==> config.mk <==
export PLATFORM = sky130hd
export DESIGN_NAME = rot_frame_tx
export DESIGN_NICKNAME = d
export VERILOG_FILES = /design/src/rtl/rot_frame_tx.sv
export SDC_FILE = /design/constraint.sdc
export NUM_CORES = 1
export LEC_CHECK = 0
export BUFFER_PORTS_ARGS = -buffer_cell sky130_fd_sc_hd__buf_2
export CORE_MARGIN = 2
export CORE_UTILIZATION = 35
export CTS_BUF_LIST = sky130_fd_sc_hd__clkbuf_8 sky130_fd_sc_hd__clkbuf_16
export DETAILED_ROUTE_END_ITERATION = 8
export PLACE_DENSITY = 0.66
export SLEW_MARGIN = 40
export SYNTH_ARGS = -nofsm -noshare
export SYNTH_HDL_FRONTEND = slang
export SYNTH_SLANG_ARGS = --single-unit
==> constraint.sdc <==
create_clock -name clk -period 2.3 [get_ports clk]
set_input_delay 0.23 -clock clk [delete_from_list [all_inputs] [get_ports clk]]
set_output_delay 0.23 -clock clk [all_outputs]
set_load 0.02 [all_outputs]
==> src/rtl/rot_frame_tx.sv <==
// Snapshots CHANNELS rotary counters every PERIOD clocks and streams them as a checksummed
// byte frame over the uart_tx start/busy handshake. Optional SEQ byte enabled by FRAME_SEQ_EN.
module rot_frame_tx #(
  parameter int         CHANNELS = 3,
  parameter int         BITS     = 24,
  parameter logic [7:0] HEADER   = 8'h5A,
  parameter int         PERIOD   = 5000000
) (
  input  logic                     clk,
  input  logic                     rst,
  input  logic                     en,
  input  logic [CHANNELS*BITS-1:0] cnt_in,
  input  logic                     tx_busy,
  output logic                     tx_start,
  output logic [7:0]               tx_data,
  output logic                     frame_active,
  output logic                     overrun
);
  localparam int NB         = (BITS + 7) / 8;
  localparam int DATA_BYTES = CHANNELS * NB;
`ifdef FRAME_SEQ_EN
  localparam int DATA_OFF   = 2;
`else
  localparam int DATA_OFF   = 1;
`endif
  localparam int FRAME_LEN  = DATA_BYTES + DATA_OFF + 1;
  localparam int IDX_W      = $clog2(FRAME_LEN);
  localparam int SLOTS      = 2 ** IDX_W;
  localparam int TIMER_W    = (PERIOD > 1) ? $clog2(PERIOD) : 1;
  localparam logic [IDX_W-1:0]   LAST_IDX  = IDX_W'(FRAME_LEN - 1);
  localparam logic [TIMER_W-1:0] TIMER_MAX = TIMER_W'(PERIOD - 1);

  typedef enum logic [2:0] {IDLE, LOAD, SEND, ACK, DONE} state_t;

  state_t                   state_reg;
  logic [TIMER_W-1:0]       timer_reg;
  logic [CHANNELS*BITS-1:0] snap_reg;
  logic [IDX_W-1:0]         idx_reg;
  logic [7:0]               cs_reg;
  logic                     tx_start_reg;
  logic [7:0]               tx_data_reg;
  logic                     frame_active_reg;
  logic                     overrun_reg;
`ifdef FRAME_SEQ_EN
  logic [7:0]               seq_reg;
`endif

  logic                     trigger;
  logic                     counted;
  logic [7:0]               cur_byte;
  logic [SLOTS-1:0][7:0]    byte_lut;

  assign tx_start     = tx_start_reg;
  assign tx_data      = tx_data_reg;
  assign frame_active = frame_active_reg;
  assign overrun      = overrun_reg;

  assign trigger = en && (timer_reg == TIMER_MAX);
  // HEADER and CS are the only bytes left out of the running checksum.
  assign counted = (idx_reg != '0) && (idx_reg != LAST_IDX);

  always_ff @(posedge clk) begin
    if (rst || !en || timer_reg == TIMER_MAX) begin
      timer_reg <= '0;
    end else begin
      timer_reg <= timer_reg + TIMER_W'(1);
    end
  end

  // Byte slot table: each data slot picks its channel/byte out of the snapshot,
  // zero-filling the bits above BITS in the last byte of each channel.
  generate
    for (genvar gi = 0; gi < SLOTS; gi++) begin : g_slot
      if (gi >= DATA_OFF && gi < DATA_OFF + DATA_BYTES) begin : g_data
        localparam int CH = (gi - DATA_OFF) / NB;
        localparam int BY = (gi - DATA_OFF) % NB;
        localparam int LO = CH * BITS + BY * 8;
        localparam int W  = (BITS - BY * 8 >= 8) ? 8 : (BITS - BY * 8);
        assign byte_lut[gi] = 8'(snap_reg[LO +: W]);
      end else begin : g_fixed
        assign byte_lut[gi] = 8'h00;
      end
    end
  endgenerate

  always_comb begin
    cur_byte = byte_lut[idx_reg];
    if (idx_reg == '0) begin
      cur_byte = HEADER;
`ifdef FRAME_SEQ_EN
    end else if (idx_reg == IDX_W'(1)) begin
      cur_byte = seq_reg;
`endif
    end else if (idx_reg == LAST_IDX) begin
      cur_byte = cs_reg;
    end
  end

  always_ff @(posedge clk) begin
    if (rst) begin
      state_reg        <= IDLE;
      snap_reg         <= '0;
      idx_reg          <= '0;
      cs_reg           <= '0;
      tx_start_reg     <= 1'b0;
      tx_data_reg      <= '0;
      frame_active_reg <= 1'b0;
      overrun_reg      <= 1'b0;
`ifdef FRAME_SEQ_EN
      seq_reg          <= '0;
`endif
    end else begin
      if (trigger && state_reg != IDLE) begin
        overrun_reg <= 1'b1;
      end
      case (state_reg)
        IDLE: begin
          if (trigger) begin
            state_reg <= LOAD;
          end
        end
        LOAD: begin
          snap_reg         <= cnt_in;
          cs_reg           <= '0;
          idx_reg          <= '0;
          frame_active_reg <= 1'b1;
          // The header needs no snapshot data, so it can go out right away.
          if (!tx_busy) begin
            tx_start_reg <= 1'b1;
            tx_data_reg  <= HEADER;
            state_reg    <= ACK;
          end else begin
            state_reg    <= SEND;
          end
        end
        SEND: begin
          if (!tx_busy) begin
            tx_start_reg <= 1'b1;
            tx_data_reg  <= cur_byte;
            state_reg    <= ACK;
          end
        end
        ACK: begin
          if (tx_busy) begin
            tx_start_reg <= 1'b0;
            if (counted) begin
              cs_reg <= cs_reg + tx_data_reg;
            end
            state_reg <= DONE;
          end
        end
        DONE: begin
          if (!tx_busy) begin
            if (idx_reg == LAST_IDX) begin
              frame_active_reg <= 1'b0;
`ifdef FRAME_SEQ_EN
              seq_reg          <= seq_reg + 8'd1;
`endif
              state_reg        <= IDLE;
            end else begin
              idx_reg   <= idx_reg + IDX_W'(1);
              state_reg <= SEND;
            end
          end
        end
        default: state_reg <= IDLE;
      endcase
    end
  end
endmodule

==> summary.txt <==
GLOBAL ROUTE
--------------------------------------------------------------------------------
GRT Overall Usage                                                          17.2%
Number of global-route vias before repair                                   4463
Wire length of the first global-routing pass                            22600 µm
Number of antenna violations at the first check in global routing              0
Grt total ovfl                                                                 0
Largest net degree at the start of global routing                             74

FLOORPLAN
--------------------------------------------------------------------------------
Die width                                                                 130 µm
Number of placed I/O pins                                                     87
Core area                                                              15700 µm²
DIE AREA                                                               17000 µm²
Die Height                                                                130 µm
Cell Rows                                                                     46
Initial core utilization                                                   35.5%

STA
--------------------------------------------------------------------------------
Shortest period the worst path allows                                    2080 ps
Final count of pins violating max slew                                         0
Period utilization                                                         90.3%
Post-Route Setup TNS                                                        0 ps
Setup Viol. Count Final                                                        0
Total count of hold-check failures in the final report                         0
Maximum clock frequency                                                0.481 GHz
Slew margin rel.                                                           51.0%
RSZ-0062 raised after global routing                                          no
Worst Max-Slew Pin Slew                                                   729 ps
Final setup skew                                                         17.0 ps

STATUS
--------------------------------------------------------------------------------
Outcome                                                             finished clean

PLACEMENT
--------------------------------------------------------------------------------
HPWL reported at the end of detailed placement                           9810 µm
Placement-stage cell area                                               6210 µm²
Final GP Congestion                                                        0.862
Total of buffers placed on input and output ports                             86

POWER
--------------------------------------------------------------------------------
Cell-internal power                                                      3.63 mW
Net switching power                                                      1.05 mW
Clk network pwr share                                                      52.8%
Pwr Density                                                           692 nW/µm²
P_leak                                                                   2.44 nW
Sw Share                                                                   22.5%
Combinational group share of total power                                    2.3%
Sequential Power Share                                                     44.8%
Worst VDD drop                                                            488 µV

ROUTING
--------------------------------------------------------------------------------
Routed length on met3                                                     699 µm
Total Routed Length                                                     13900 µm
Initial drt markers                                                          370
Number of nets still failing antenna checks after routing                      0
WL/cell                                                                  14.1 µm
Via density per instance                                                    4.94
Routed length on met2                                                    6360 µm
Final routed DRC violation total                                               0
1st-pass router iterations                                                     9
Vias                                                                        4853
Top routing layer in use                                                    met4
Wire length on met1                                                      6670 µm

SETUP PATH
--------------------------------------------------------------------------------
Critical Path Source Type                                                   flop
WP data arrival                                                          2420 ps
Highest net fanout along the worst path                                        4
CP Class                                                              reg -> reg
Category of the worst setup path capture point                              flop
Critical path required time                                              2640 ps

CTS
--------------------------------------------------------------------------------
Worst-Skew Late Latency                                                   420 ps
Root cell of the clock tree                                            clkbuf_16
Clock tree from TritonCTS                                                  built
Clock buffer depth                                                             2
Worst-path clk slew                                                        60 ps
Setup bufs post-CTS                                                            0
Number of gates resized after CTS                                              0
Number of sinks handled by clock tree synthesis                              121
Quantity of hold-fixing buffers added after cts                                0
Maximum level of the CTS H-tree                                                4
Total CTS buffers                                                             17

CELLS AND AREA
--------------------------------------------------------------------------------
Area growth from synthesis to layout                                       21.4%
Antenna Diode Count                                                            0
Share of cells above drive strength 1                                      21.1%
Number of nets at the end of the flow                                        842
Flip-flop count of the largest register after layout                          72
Filler cell count in the final layout                                       1591
Final design instance area without fill                                 6770 µm²

YOSYS
--------------------------------------------------------------------------------
Synth Register Bits                                                          121
Number of nets produced by synthesis                                         764
Post-synth top flop                                                      dfxtp_1
Mapped Avg Cell Area                                                    8.25 µm²
Yosys synthesis warning count                                                  0
Async set or reset register ratio after synthesis                             0%
Post-Syn Area                                                           5570 µm²
Post-Synthesis Cells                                                         676
Netlist cell types                                                            54
Number of synthesized flops with an enable pin                                 0
Fraction of the yosys area taken by sequential cells                       43.5%

WORST HOLD PATH
--------------------------------------------------------------------------------
HP Class                                                               in -> reg

FLOW RUN
--------------------------------------------------------------------------------
Max-capacitance violation count                                                0

## final cells by class
class                      instances  area, µm²  area share [%]
clock buffer                      17        425            6.29
tap                              216        270            3.99
timing repair buffer             102        563            8.32
sequential                       121       2420            35.8
clock inverter                    15        129            1.90
inverter                           7       26.3           0.388
multi-input combinational        505       2930            43.3
## power groups by stage
stage          Sequential, mW  Clock [mW]  Combinational (mW)
5_1_grt                  2.10        2.62               0.122
3_5_place_dp             2.15           0               0.111
2_1_floorplan            2.15           0              0.0424
6_report                 2.10        2.47               0.110
3_3_place_gp             2.15           0               0.111
4_1_cts                  2.10        2.52               0.112
## layout by cell type, fill, tap and decap left out, drive strengths merged, types with 5 or more instances in the layout
cell type  synthesis  final
inv                7     11
nor4               6      6
clkinvlp           0      6
xor2              15     15
a22oi              9      9
nand3             11     11
a21oi             79     79
o21ai             14     14
clkbuf            30     17
nor2b              6      6
nand4              8      8
mux2i             10     10
or3                5      5
mux4               8      8
xnor2             13     13
nand2            169    169
buf               13    102
ha                11     11
dfxtp            121    121
mux2               8      8
nor2              63     63
nor3              21     21
## Yosys cell counts (8+ instances only)
master | n | area share [%]
a21oi_1 | 79 | 7.1
a22oi_1 | 9 | 1.2
buf_2 | 9 | 0.81
clkbuf_1 | 30 | 2.0
dfxtp_1 | 121 | 43
ha_1 | 11 | 2.5
mux2_2 | 8 | 1.6
mux2i_1 | 10 | 1.8
mux4_2 | 8 | 3.2
nand2_1 | 169 | 11
nand3_1 | 11 | 0.99
nor2_1 | 63 | 4.2
nor3_1 | 21 | 1.9
o21ai_0 | 14 | 1.3
xnor2_1 | 13 | 2.0
xor2_1 | 15 | 2.4
## per-layer routing
| layer | up-vias | track usage [%] |
|---|---|---|
| met5 | - | 0 |
| met1 | 2229 | 23.4 |
| met2 | 133 | 26.8 |
| li1 | 2478 | - |
| met4 | 0 | 5.50 |
| met3 | 13 | 4.06 |
## critical path, stage by stage (launching register included)
cell and delay (ps):
dfxtp_1 420, ha_1 260, a21o_1 160, and4_1 220, or3b_2 480, a311o_1 320
a31oi_1 120
## through the flow
step / setup slack, ps / util, % / std cells / hold WS, ps / total power [mW]
final: 223 / 43.1 / 983 / 45.4 / 4.68
after detailed placement: 256 / 39.5 / 951 / 447 / 2.26
after CTS: 241 / 43.1 / 983 / 32.9 / 4.74
after global placement: 314 / 39.5 / 951 / 442 / 2.26
after floorplan: 11.6 / - / 676 / 366 / 2.19
after global routing: 60.4 / 43.1 / 983 / 37.4 / 4.84
## kinds of logic (layout without fill, tap and decap cells)
group           count (synthesis)  in the layout  share of synthesized area, %
compound gates                121            121                          12.5
xor+xnor                       28             28                          4.40
fa+ha+maj                      12             12                          2.83
buf+inv                        50            141                          4.11
flops                         121            121                          43.5
mux                            26             26                          6.64
simple gates                  318            318                          26.1
## worst paths after layout
kind,startpoint,cells after the start,end,slack (ps)
worst min register to register,snap_reg[43],2,snap_reg[43],450
worst max-delay path,tx_data[1],6,cs_reg[7],220
worst min-delay path,cnt_in[25],3,snap_reg[25],50
worst max register to register,tx_data[1],6,cs_reg[7],220
No activity file was read; power rests on OpenSTA's default activity.
